**src/rtl/serial_readout_pkg.sv**
```systemverilog
// ----------------------------------------------------------------------------
// serial_readout_pkg
// Shared definitions for the serial readout scheduler:
//   state_e    - frame sequencer states (IDLE, START, ID, DATA, GAP)
//   START_BIT  - line level driven during the start-of-packet cycle
//   GAP_LEVEL  - line level driven whenever no packet bit is on the pin
//   imax()     - integer maximum, used to size the bit counter
// ----------------------------------------------------------------------------
package serial_readout_pkg;

    typedef enum logic [2:0] {
        IDLE,
        START,
        ID,
        DATA,
        GAP
    } state_e;

    localparam logic START_BIT = 1'b1;
    localparam logic GAP_LEVEL = 1'b0;

    function automatic int imax(input int a, input int b);
        return (a > b) ? a : b;
    endfunction

endpackage

```
**src/rtl/rr_arbiter.sv**
```systemverilog
// ----------------------------------------------------------------------------
// rr_arbiter
// Combinational round-robin pick. The search starts at the channel after
// last_i (wrapping at NUM_CH) and returns the first requesting channel.
// The pointer register lives in the parent.
//   req_i   in   NUM_CH  request vector
//   last_i  in   ID_W    most recently granted channel
//   gnt_o   out  NUM_CH  one-hot grant (all zero when no request)
//   idx_o   out  ID_W    encoded index of gnt_o (0 when no request)
// ----------------------------------------------------------------------------
module rr_arbiter #(
    parameter  int NUM_CH = 4,
    localparam int ID_W   = $clog2(NUM_CH)
) (
    input  logic [NUM_CH-1:0] req_i,
    input  logic [ID_W-1:0]   last_i,
    output logic [NUM_CH-1:0] gnt_o,
    output logic [ID_W-1:0]   idx_o
);

    logic found;

    // NOTE: every output of a combinational block gets a default before any
    //       branch; otherwise an unassigned path infers a latch.
    always_comb begin
        gnt_o = '0;
        idx_o = '0;
        found = 1'b0;
        // Offset k = 1..NUM_CH walks the ring starting just after last_i;
        // NUM_CH need not be a power of two, hence the explicit modulo.
        for (int k = 1; k <= NUM_CH; k++) begin
            for (int i = 0; i < NUM_CH; i++) begin
                if (!found && req_i[i] && (i == (int'(last_i) + k) % NUM_CH)) begin
                    found    = 1'b1;
                    gnt_o[i] = 1'b1;
                    idx_o    = ID_W'(i);
                end
            end
        end
    end

endmodule

```
**src/rtl/serial_readout_scheduler.sv**
```systemverilog
// ----------------------------------------------------------------------------
// serial_readout_scheduler
// Shares one serial pin between NUM_CH readout channels. In IDLE the
// round-robin winner is accepted, its word and ID are captured, and a packet
// is shifted out: start bit, ID (LSB first), data (LSB first), then one GAP
// cycle before the next grant.
//   CLK         in   1             clock, rising edge
//   RST_N       in   1             synchronous active-low reset
//   enable      in   1             permits new grants (running frames finish)
//   req_valid   in   NUM_CH        channel i has a word pending
//   req_data    in   NUM_CH*WIDTH  channel i word at [i*WIDTH +: WIDTH]
//   req_ready   out  NUM_CH        one-hot accept, combinational, IDLE only
//   ser_out     out  1             serial data (registered)
//   ser_frame   out  1             packet bit on ser_out (registered)
//   busy        out  1             START through GAP (registered)
//   frame_done  out  1             pulse during GAP (registered)
// ----------------------------------------------------------------------------
module serial_readout_scheduler
    import serial_readout_pkg::*;
#(
    parameter int NUM_CH = 4,
    parameter int WIDTH  = 32
) (
    input  logic                    CLK,
    input  logic                    RST_N,
    input  logic                    enable,
    input  logic [NUM_CH-1:0]       req_valid,
    input  logic [NUM_CH*WIDTH-1:0] req_data,
    output logic [NUM_CH-1:0]       req_ready,
    output logic                    ser_out,
    output logic                    ser_frame,
    output logic                    busy,
    output logic                    frame_done
);

    localparam int ID_W  = $clog2(NUM_CH);
    localparam int SH_W  = ID_W + WIDTH;
    localparam int CNT_W = $clog2(imax(ID_W, WIDTH)) + 1;

    state_e              state_q, state_d;
    logic [CNT_W-1:0]    cnt_q, cnt_d;
    logic [SH_W-1:0]     sh_q, sh_d;
    logic [ID_W-1:0]     last_grant_q, last_grant_d;
    logic                ser_out_q, ser_out_d;
    logic                ser_frame_q, ser_frame_d;
    logic                busy_q, busy_d;
    logic                frame_done_q, frame_done_d;

    logic [NUM_CH-1:0]   arb_gnt;
    logic [ID_W-1:0]     arb_idx;
    logic [WIDTH-1:0]    win_data;
    logic                grant_go;

    rr_arbiter #(
        .NUM_CH (NUM_CH)
    ) u_rr_arbiter (
        .req_i  (req_valid),
        .last_i (last_grant_q),
        .gnt_o  (arb_gnt),
        .idx_o  (arb_idx)
    );

    // Word of the winning channel (AND-OR mux over the one-hot grant).
    always_comb begin
        win_data = '0;
        for (int i = 0; i < NUM_CH; i++) begin
            if (arb_gnt[i]) begin
                win_data = req_data[i*WIDTH +: WIDTH];
            end
        end
    end

    // Gated by RST_N so a requester never sees an accept on an edge that the
    // reset discards.
    assign grant_go = (state_q == IDLE) && enable && (|req_valid) && RST_N;

    always_comb begin
        state_d      = state_q;
        cnt_d        = cnt_q;
        sh_d         = sh_q;
        last_grant_d = last_grant_q;
        req_ready    = '0;

        case (state_q)
            IDLE: begin
                if (grant_go) begin
                    req_ready    = arb_gnt;
                    // ID sits in the low bits so it leaves the pin first.
                    sh_d         = {win_data, arb_idx};
                    last_grant_d = arb_idx;
                    cnt_d        = '0;
                    state_d      = START;
                end
            end
            START: begin
                cnt_d   = '0;
                state_d = ID;
            end
            ID: begin
                if (cnt_q == CNT_W'(ID_W - 1)) begin
                    cnt_d   = '0;
                    state_d = DATA;
                end else begin
                    cnt_d = cnt_q + CNT_W'(1);
                end
            end
            DATA: begin
                if (cnt_q == CNT_W'(WIDTH - 1)) begin
                    cnt_d   = '0;
                    state_d = GAP;
                end else begin
                    cnt_d = cnt_q + CNT_W'(1);
                end
            end
            GAP: begin
                state_d = IDLE;
            end
            default: begin
                state_d = IDLE;
            end
        endcase

        // Registered outputs are decoded from the next state so the pin
        // level lines up with state_q in the following cycle.
        ser_out_d    = GAP_LEVEL;
        ser_frame_d  = 1'b0;
        busy_d       = (state_d != IDLE);
        frame_done_d = (state_d == GAP);
        case (state_d)
            START: begin
                ser_frame_d = 1'b1;
                ser_out_d   = START_BIT;
            end
            ID, DATA: begin
                ser_frame_d = 1'b1;
                ser_out_d   = sh_q[0];
                sh_d        = sh_q >> 1;
            end
            default: begin
            end
        endcase
    end

    // NOTE: state registers use non-blocking assignments so every register
    //       samples the pre-edge value regardless of statement order.
    always_ff @(posedge CLK) begin
        if (!RST_N) begin
            state_q      <= IDLE;
            cnt_q        <= '0;
            // NOTE: the shift register is reset too; a mid-frame reset must
            //       not leave a stale word that could be mistaken for data.
            sh_q         <= '0;
            last_grant_q <= ID_W'(NUM_CH - 1);
            ser_out_q    <= 1'b0;
            ser_frame_q  <= 1'b0;
            busy_q       <= 1'b0;
            frame_done_q <= 1'b0;
        end else begin
            state_q      <= state_d;
            cnt_q        <= cnt_d;
            sh_q         <= sh_d;
            last_grant_q <= last_grant_d;
            ser_out_q    <= ser_out_d;
            ser_frame_q  <= ser_frame_d;
            busy_q       <= busy_d;
            frame_done_q <= frame_done_d;
        end
    end

    assign ser_out    = ser_out_q;
    assign ser_frame  = ser_frame_q;
    assign busy       = busy_q;
    assign frame_done = frame_done_q;

endmodule
```
**config.mk**
```make
export PLATFORM = sky130hd
export DESIGN_NAME = serial_readout_scheduler
export DESIGN_NICKNAME = d
export VERILOG_FILES = /design/src/rtl/serial_readout_pkg.sv /design/src/rtl/rr_arbiter.sv /design/src/rtl/serial_readout_scheduler.sv
export SDC_FILE = /design/constraint.sdc
export NUM_CORES = 1
export LEC_CHECK = 0
export CORE_MARGIN = 3
export CORE_UTILIZATION = 45
export CTS_BUF_LIST = sky130_fd_sc_hd__clkbuf_16
export DETAILED_ROUTE_END_ITERATION = 7
export PLACE_DENSITY = 0.95
export SETUP_SLACK_MARGIN = 0.4
export SYNTH_ARGS = -nofsm -noshare
export SYNTH_HDL_FRONTEND = slang
export SYNTH_HIERARCHICAL = 1
export SYNTH_SLANG_ARGS = --single-unit
export TNS_END_PERCENT = 20
```
**constraint.sdc**
```tcl
create_clock -name CLK -period 3.9 [get_ports CLK]
set_input_delay 0.78 -clock CLK [delete_from_list [all_inputs] [get_ports CLK]]
set_output_delay 0.78 -clock CLK [all_outputs]
set_load 0.03 [all_outputs]
```
==> out/metrics.yaml, run 1 <==
worst_setup_path:
  setup_cp_type: "input pin to output port"
  critPathLaunchType: "input pin"
  critPathArrivalTime_ns: 2.62
  required_ns: 3.12
  cp_max_fo: 11
  crit_end_category: "output port"
route:
  vias_per_cell: 6.81
  remaining_drc_errors: 0
  drt-met1-wl_um: 4390
  finalWirelength_um: 11300
  drtIter0Drc: 416
  met3RoutedLength_um: 1190
  vias: 3784
  maxUsedRoutingLayer: "met4"
  routedWlPerCell_um: 20.2
  ant_nets: 0
  first_pass_iters: 5
  met2WireLength_um: 5430
cts:
  cts_inserted_buffers: 5
  clock_path_buffers: 2
  clk_pin_slew_ns: 0.07
  tritoncts_num_sinks: 49
  cts-hold-fix-buffers: 0
  ctsHtreeMaxLevel: 2
  cts.root.buffer_cell: "clkbuf_16"
  clock_tree_from_tritoncts: "yes"
  clk-insertion-delay-late_ns: 0.29
timing:
  rsz_0062_raised_after_global_routing: "false"
  setup_violations: 0
  period_share_pct: 87.1
  worst_pin_slew_ns: 1.27
  worst_slew_margin_rel_pct: 15.4
  clock_skew_ns: 0.0108
  period_minus_slack_ns: 3.40
  hold_viol: 0
  max_freq_ghz: 0.294
  report.final.slew_viol_count: 0
  holdWs_ns: 0.480
  fin_tns_setup_ns: 0
  post-route-worst-setup-slack_ns: 0.502
synthesis:
  async_flop_share_pct: 0
  ys_seq_area_share_pct: 31.9
  ys_ff_latch: 49
  synth.net_count: 496
  postSynthCellCount: 359
  synth.yosys.warnings: 6
  synth.lib_cells_used.distinct: 49
  avgSynthCellArea_sq_um: 8.57
  synth.cell_area_sq_mm: 0.00308
  synth_enable_flop_cells: 0
  synthFlopType: "dfxtp_1"
floorplanning:
  dieArea_sq_mm: 0.00787
  start_util_pct: 47.4
  floorplan.die.width_um: 88.7
  die_h_um: 88.7
  design.core.area_sq_mm: 0.00649
  placementRows: 29
  design.portCount: 143
placement:
  dpl.hpwl_um: 7940
  port_buffers: 142
  gp_routability_congestion: 0.933
  place_worst_setup_slack_ns: 0.435
  dp_cells: 548
job:
  max-cap-violations: 0
global_routing:
  grt_pass1_wl_um: 17100
  initial_antenna_violation_count: 0
  first_global_vias: 3596
  grt_util_all_layers_pct: 27.6
  grt-ovfl-total: 0
  grt_start_max_net_pins: 38
finish:
  fillers: 471
  syn2layout_area_growth_pct: 53.3
  instances_no_fill: 556
  antennaDiodeCount: 0
  design.final.nets: 615
  drive_gt1_share_pct: 7.31
power:
  report.power.total_uw: 1540
  p_per_area_mw_per_mm2: 327
  power_leakage_uw: 0.00174
  worst_ir_drop_vdd_v: 0.000174
hold_path:
  min_path_type: "register to register"
run_status:
  outcome: "finished clean"
## kinds of logic (layout without fill, tap and decap cells)
| family | count (synthesis) | after routing | share of synthesized area, % |
|---|---|---|---|
| compound gates | 195 | 195 | 48.5 |
| flops | 49 | 49 | 31.9 |
| fa+ha+maj | 2 | 2 | 0.813 |
| buf+inv | 51 | 171 | 7.08 |
| mux | 2 | 2 | 0.651 |
| simple gates | 60 | 60 | 11.1 |
## flip-flops by register name, summed over array words and instances, names as in the netlist
| signal | cells |
|---|---|
| ser_frame | 1 |
| busy | 1 |
| last_grant_q | 2 |
| state_q | 3 |
| sh_q | 34 |
| ser_out | 1 |
| cnt_q | 6 |
| frame_done | 1 |
## layout by cell type, fill, tap and decap left out, drive strengths merged, types with 3 or more instances in the layout
| cell | netlist | final |
|---|---|---|
| a211oi | 3 | 3 |
| a21oi | 11 | 11 |
| a221oi | 33 | 33 |
| a22o | 30 | 30 |
| a22oi | 3 | 3 |
| and2 | 4 | 4 |
| buf | 5 | 16 |
| clkbuf | 37 | 5 |
| clkdlybuf4s50 | 0 | 138 |
| dfxtp | 49 | 49 |
| inv | 9 | 10 |
| nand2 | 9 | 9 |
| nand2b | 5 | 5 |
| nand3 | 5 | 5 |
| nor2 | 10 | 10 |
| nor2b | 5 | 5 |
| nor3 | 4 | 4 |
| nor4 | 6 | 6 |
| o21ai | 5 | 5 |
| o22ai | 31 | 31 |
| o31ai | 60 | 60 |
## where the power goes
group          total, uW  switching (uW)  internal (uW)
logic                491             238            252
registers            557            23.6            533
clock network        494             191            304
## final cells by class
cell class | instances | area, sq um | area share [%]
Multi-Input combinational cell | 259 | 1920 | 40.8
Timing Repair Buffer | 154 | 1510 | 32.1
Sequential cell | 49 | 981 | 20.8
Clock buffer | 5 | 125 | 2.65
Tap cell | 77 | 96.3 | 2.04
Clock inverter | 3 | 43.8 | 0.928
Inverter | 9 | 33.8 | 0.716
## worst max-delay path: stages
cell,delay [ns]
clkdlybuf4s50_1,0.50
or3b_1,0.54
nor3_1,0.30
buf_4,0.19
and2_1,0.14
buf_4,0.16
## worst paths after layout
check | depth (start not counted) | end | from | slack (ns)
setup / recovery | 6 | req_ready[0] | RST_N | 0.50
hold reg to reg | 2 | ser_out | sh_q[0] | 0.48
setup reg to reg | 8 | sh_q[13] | last_grant_q[0] | 1.39
hold / removal | 2 | ser_out | sh_q[0] | 0.48
## timing repair
item,in CTS,in global routing
endpoints found under the hold margin,0,0
resized for setup,0,1
endpoints found under the setup margin,0,1
buffers inserted,0,0
## synth_stat cells (all sizes together), types with 6 or more instances
| cell | instances | area, sq um |
|---|---|---|
| inv | 9 | 33.8 |
| a21oi | 11 | 55.1 |
| nor2 | 10 | 37.5 |
| dfxtp | 49 | 981 |
| nor4 | 6 | 43.8 |
| a22o | 30 | 263 |
| o22ai | 31 | 194 |
| clkbuf | 37 | 140 |
| nand2 | 9 | 33.8 |
| o31ai | 60 | 450 |
| a221oi | 33 | 289 |
## through the flow
stage | utilization [%] | area (sq um)
after floorplan | - | 3080
after global placement | 69.8 | 4540
after detailed placement | 69.8 | 4540
after CTS | 72.4 | 4700
after global routing | 72.6 | 4720
final | 72.6 | 4720
## metal layers
metal,vias to the layer above,global-route usage [%]
met1,1760,36.6
met3,26,4.56
li1,1728,-
met5,-,0
met2,270,45.3
met4,0,9.48
No activity file was read; power rests on OpenSTA's default activity.
==> run 2, diff against run 1 <==
Settings changed: CORE_UTILIZATION 45 to 30, PLACE_DENSITY 0.95 to 0.71.
==> run 2 against run 1 <==
  * Core utilization shrank 24 points
  * Die area up 46%
  * Fmax is 3.1% higher
  * Setup slack better by 0.10 ns
  * Largest cell class unchanged
  * Via count shrank 6.8%
==> out/metrics.yaml, run 2 (synthesis results as in run 1) <==
run_status:
  outcome: "finished clean"
cts:
  cts.root.buffer_cell: "clkbuf_16"
  cts_setup_buffers: 0
  cts-hold-fix-buffers: 0
  clock_path_buffers: 2
  ctsHtreeMaxLevel: 2
  cts.repair.resized: 0
  cts_inserted_buffers: 5
  clk_pin_slew_ns: 0.06
  clock_tree_from_tritoncts: "yes"
  clk-insertion-delay-late_ns: 0.28
  tritoncts_num_sinks: 49
timing:
  clock_skew_ns: 0.00612
  fin_tns_setup_ns: 0
  rsz_0062_raised_after_global_routing: "false"
  worst_pin_slew_ns: 0.744
  worst_slew_margin_rel_pct: 50.2
  period_minus_slack_ns: 3.29
  setup_violations: 0
  report.final.slew_viol_count: 0
  holdWs_ns: 0.449
  hold_viol: 0
  period_share_pct: 84.5
  max_freq_ghz: 0.304
finish:
  layout_common_cells: "138 x clkdlybuf4s50_1, 60 x o31ai_1, 49 x dfxtp_1"
  fin_util_pct: 48.2
  fillers: 919
  design.final.nets: 618
  antennaDiodeCount: 0
  registers.top_by_ff_count: "sh_q"
  reg.largest.list: "sh_q x34, cnt_q x6, state_q x3"
  drive_gt1_share_pct: 7.68
  number_of_flip_flops_under_the_largest_register_name: 34
  syn2layout_area_growth_pct: 54.7
  instances_no_fill: 615
  post-route-cell-area_sq_mm: 0.00476
  layout.cells.most_common: "clkdlybuf4s50_1"
floorplanning:
  design.portCount: 143
  dieArea_sq_mm: 0.0115
  floorplan.die.width_um: 107
  placementRows: 36
  start_util_pct: 31.2
  design.core.area_sq_mm: 0.00986
  die_h_um: 107
power:
  p_per_area_mw_per_mm2: 306
  power_leakage_uw: 0.00173
  worst_ir_drop_vdd_v: 0.000199
global_routing:
  grt-ovfl-total: 0
  grt_start_max_net_pins: 38
  first_global_vias: 3526
  grt_pass1_wl_um: 17100
  grt_util_all_layers_pct: 18.2
  initial_antenna_violation_count: 0
route:
  drtIter0Drc: 255
  vias: 3528
  remaining_drc_errors: 0
  routedWlPerCell_um: 17.6
  first_pass_iters: 5
  vias_per_cell: 5.74
  ant_nets: 0
  finalWirelength_um: 10800
placement:
  placedInstanceArea_sq_mm: 0.00462
  gp_routability_congestion: 0.868
  dpl.hpwl_um: 7960
  dp_cells: 607
  port_buffers: 142
job:
  max-cap-violations: 0
worst_setup_path:
  critPathLaunchType: "input pin"
  critPathArrivalTime_ns: 2.51
  required_ns: 3.12
  crit_end_category: "output port"
  cp_max_fo: 11
  setup_cp_type: "input pin to output port"
hold_path:
  min_path_type: "register to register"
-- run 2: final cells by class --
type,count,area [sq um],share of cell area [%]
Timing Repair Buffer,157,1520,32.0
Tap cell,133,166,3.50
Inverter,9,33.8,0.710
Multi-Input combinational cell,259,1910,40.2
Clock inverter,3,17.5,0.368
Clock buffer,5,125,2.63
Sequential cell,49,981,20.6
-- run 2: through the flow --
stage               total power (uW)  setup WS (ns)
floorplan                        823          0.877
global placement                1030          0.565
detailed placement              1050          0.480
CTS                             1460          0.592
global route                    1530          0.486
finish                          1450          0.605
-- run 2: critical path, stage by stage --
cell             delay, ns
clkdlybuf4s50_1       0.49
or3b_1                0.55
or3_1                 0.41
nor2_1                0.11
buf_4                 0.18
-- run 2: final timing paths --
| path | startpoint | endpoint | slack [ns] | depth (start not counted) |
|---|---|---|---|---|
| setup reg to reg | last_grant_q[0] | sh_q[5] | 1.53 | 7 |
| hold / removal | sh_q[0] | ser_out | 0.45 | 2 |
| hold reg to reg | sh_q[0] | ser_out | 0.45 | 2 |
| setup / recovery | RST_N | req_ready[3] | 0.61 | 5 |
-- run 2: layer usage --
| metal | wire length, um | share of wire (%) | GRT usage (%) |
|---|---|---|---|
| met5 | 0 | 0 | 0 |
| met4 | 71 | 0.66 | 3.74 |
| met3 | 859 | 7.9 | 3.84 |
| met2 | 5350 | 49 | 32.3 |
| met1 | 4550 | 42 | 22.8 |
-- run 2: where the power goes --
part | total (uW) | internal (uW) | switching [uW]
logic | 478 | 251 | 227
registers | 555 | 533 | 22.3
clock network | 422 | 236 | 186
==> run 3, diff against run 2 <==
Clock period 3.9 ns to 3.1 ns, I/O delays scaled along.
==> run 3 against run 2 <==
  * Critical path depth increased by 3
  * Sequential power increased by 26%
  * First-iteration DRC count increased by 29%
  * Clock skew increased by 0.0026 ns
  * Combinational power increased by 35%
==> out/metrics.yaml, run 3 (synthesis results as in run 1) <==
finish:
  layout_common_cells: "133 x clkdlybuf4s50_1, 60 x o31ai_1, 49 x dfxtp_1"
  instances_no_fill: 634
  reg.largest.list: "sh_q x34, cnt_q x6, state_q x3"
  drive_gt1_share_pct: 12.0
  antennaDiodeCount: 0
  design.final.nets: 637
  fillers: 916
  post-route-cell-area_sq_mm: 0.00496
  syn2layout_area_growth_pct: 61.3
  layout.cells.most_common: "clkdlybuf4s50_1"
  registers.top_by_ff_count: "sh_q"
  number_of_flip_flops_under_the_largest_register_name: 34
cts:
  tritoncts_num_sinks: 49
  clock_tree_from_tritoncts: "yes"
  clock_path_buffers: 2
  clk-insertion-delay-late_ns: 0.29
  cts.root.buffer_cell: "clkbuf_16"
  cts_inserted_buffers: 5
  clk_pin_slew_ns: 0.06
  ctsHtreeMaxLevel: 2
worst_setup_path:
  cell_breakdown_of_the_critical_path: "clkdlybuf4s15_1 > and2b_4 > o22ai_1 > a32o_1 > buf_4 > inv_1 > nor2_4 > buf_6"
  critPathLaunchType: "input pin"
  r2r_depth: 7
  crit_end_category: "output port"
  required_ns: 2.48
  timing.critical_path.slowest_stage_cell: "clkdlybuf4s15_1"
  worst_path_largest_cell_delay_ns: 0.36
  setup_cp_type: "input pin to output port"
  critPathArrivalTime_ns: 2.02
  cp_max_fo: 8
global_routing:
  initial_antenna_violation_count: 0
  grt_util_all_layers_pct: 19.1
  grt-ovfl-total: 0
  grt_pass1_wl_um: 17900
  grt_start_max_net_pins: 38
  first_global_vias: 3658
timing:
  period_minus_slack_ns: 2.64
  max_freq_ghz: 0.379
  report.final.slew_viol_count: 0
  fin_tns_setup_ns: 0
  clock_skew_ns: 0.00868
  worst_slew_margin_rel_pct: 56.3
  rsz_0062_raised_after_global_routing: "true"
  setup_violations: 0
  hold_viol: 0
  period_share_pct: 85.1
  holdWs_ns: 0.450
  worst_pin_slew_ns: 0.650
hold_path:
  hold_depth: 2
  min_path_type: "register to register"
floorplanning:
  design.portCount: 143
  design.core.area_sq_mm: 0.00986
  die_h_um: 107
  dieArea_sq_mm: 0.0115
  start_util_pct: 31.2
  floorplan.die.width_um: 107
  placementRows: 36
power:
  power_leakage_uw: 0.00186
  p_per_area_mw_per_mm2: 392
  worst_ir_drop_vdd_v: 0.000238
job:
  max-cap-violations: 0
placement:
  dp_cells: 620
  gp_routability_congestion: 0.808
  port_buffers: 142
  placedInstanceArea_sq_mm: 0.00472
  dpl.hpwl_um: 8310
run_status:
  outcome: "finished clean"
route:
  drtIter0Drc: 330
  vias_per_cell: 5.84
  vias: 3700
  finalWirelength_um: 11200
  remaining_drc_errors: 0
  first_pass_iters: 5
  routedWlPerCell_um: 17.7
  ant_nets: 0
## run 3: report_power, final
group / total (uW) / switching (uW) / internal (uW)
combinational: 643 / 299 / 345
clock: 604 / 229 / 375
sequential: 699 / 28.4 / 671
total: 1950 / 556 / 1390
## run 3: area by class of cell
type	count	area, sq um	share of cell area, %
inverter	9	33.8	0.681
tap	133	166	3.35
clock inverter	3	37.5	0.756
sequential	49	981	19.8
clock buffer	5	125	2.52
timing repair buffer	176	1680	33.9
multi-input combinational	259	1940	39.1
## run 3: metal layers
metal | GRT usage (%) | part of all wire (%) | wire (um) | up-vias
li1 | - | - | - | 1766
met1 | 23.3 | 41 | 4620 | 1771
met2 | 34.1 | 51 | 5720 | 157
met3 | 4.98 | 7.1 | 792 | 6
met4 | 3.11 | 0.70 | 79 | 0
met5 | 0 | 0 | 0 | -
## run 3: what timing repair did
item | CTS | global route
hold endpoints to repair | 0 | 0
buffers inserted | 6 | 0
setup endpoints to repair | 28 | 7
gates resized for setup | 13 | 3
hold buffers | 0 | 0
pin swaps | 3 | 0
## run 3: critical path, delay by kind of cell
family          cells  cell delay, ns
compound gates      2            0.31
simple gates        2            0.30
buf+inv             4            0.79
## run 3: stage by stage
step | setup WS, ns | util (%) | total power [uW]
after global placement | 0.0773 | 47.8 | 1330
after global routing | 0.360 | 50.3 | 2050
final | 0.463 | 50.3 | 1950
after CTS | 0.401 | 50.2 | 1960
after floorplan | 0.536 | - | 1040
after detailed placement | -0.0126 | 47.8 | 1340
## run 3: path summary, 6_finish.rpt
check | startpoint | to | slack [ns]
worst min-delay path | sh_q[0] | ser_out | 0.45
worst min register to register | sh_q[0] | ser_out | 0.45
worst max register to register | last_grant_q[1] | sh_q[20] | 0.86
worst max-delay path | req_valid[1] | req_ready[3] | 0.46
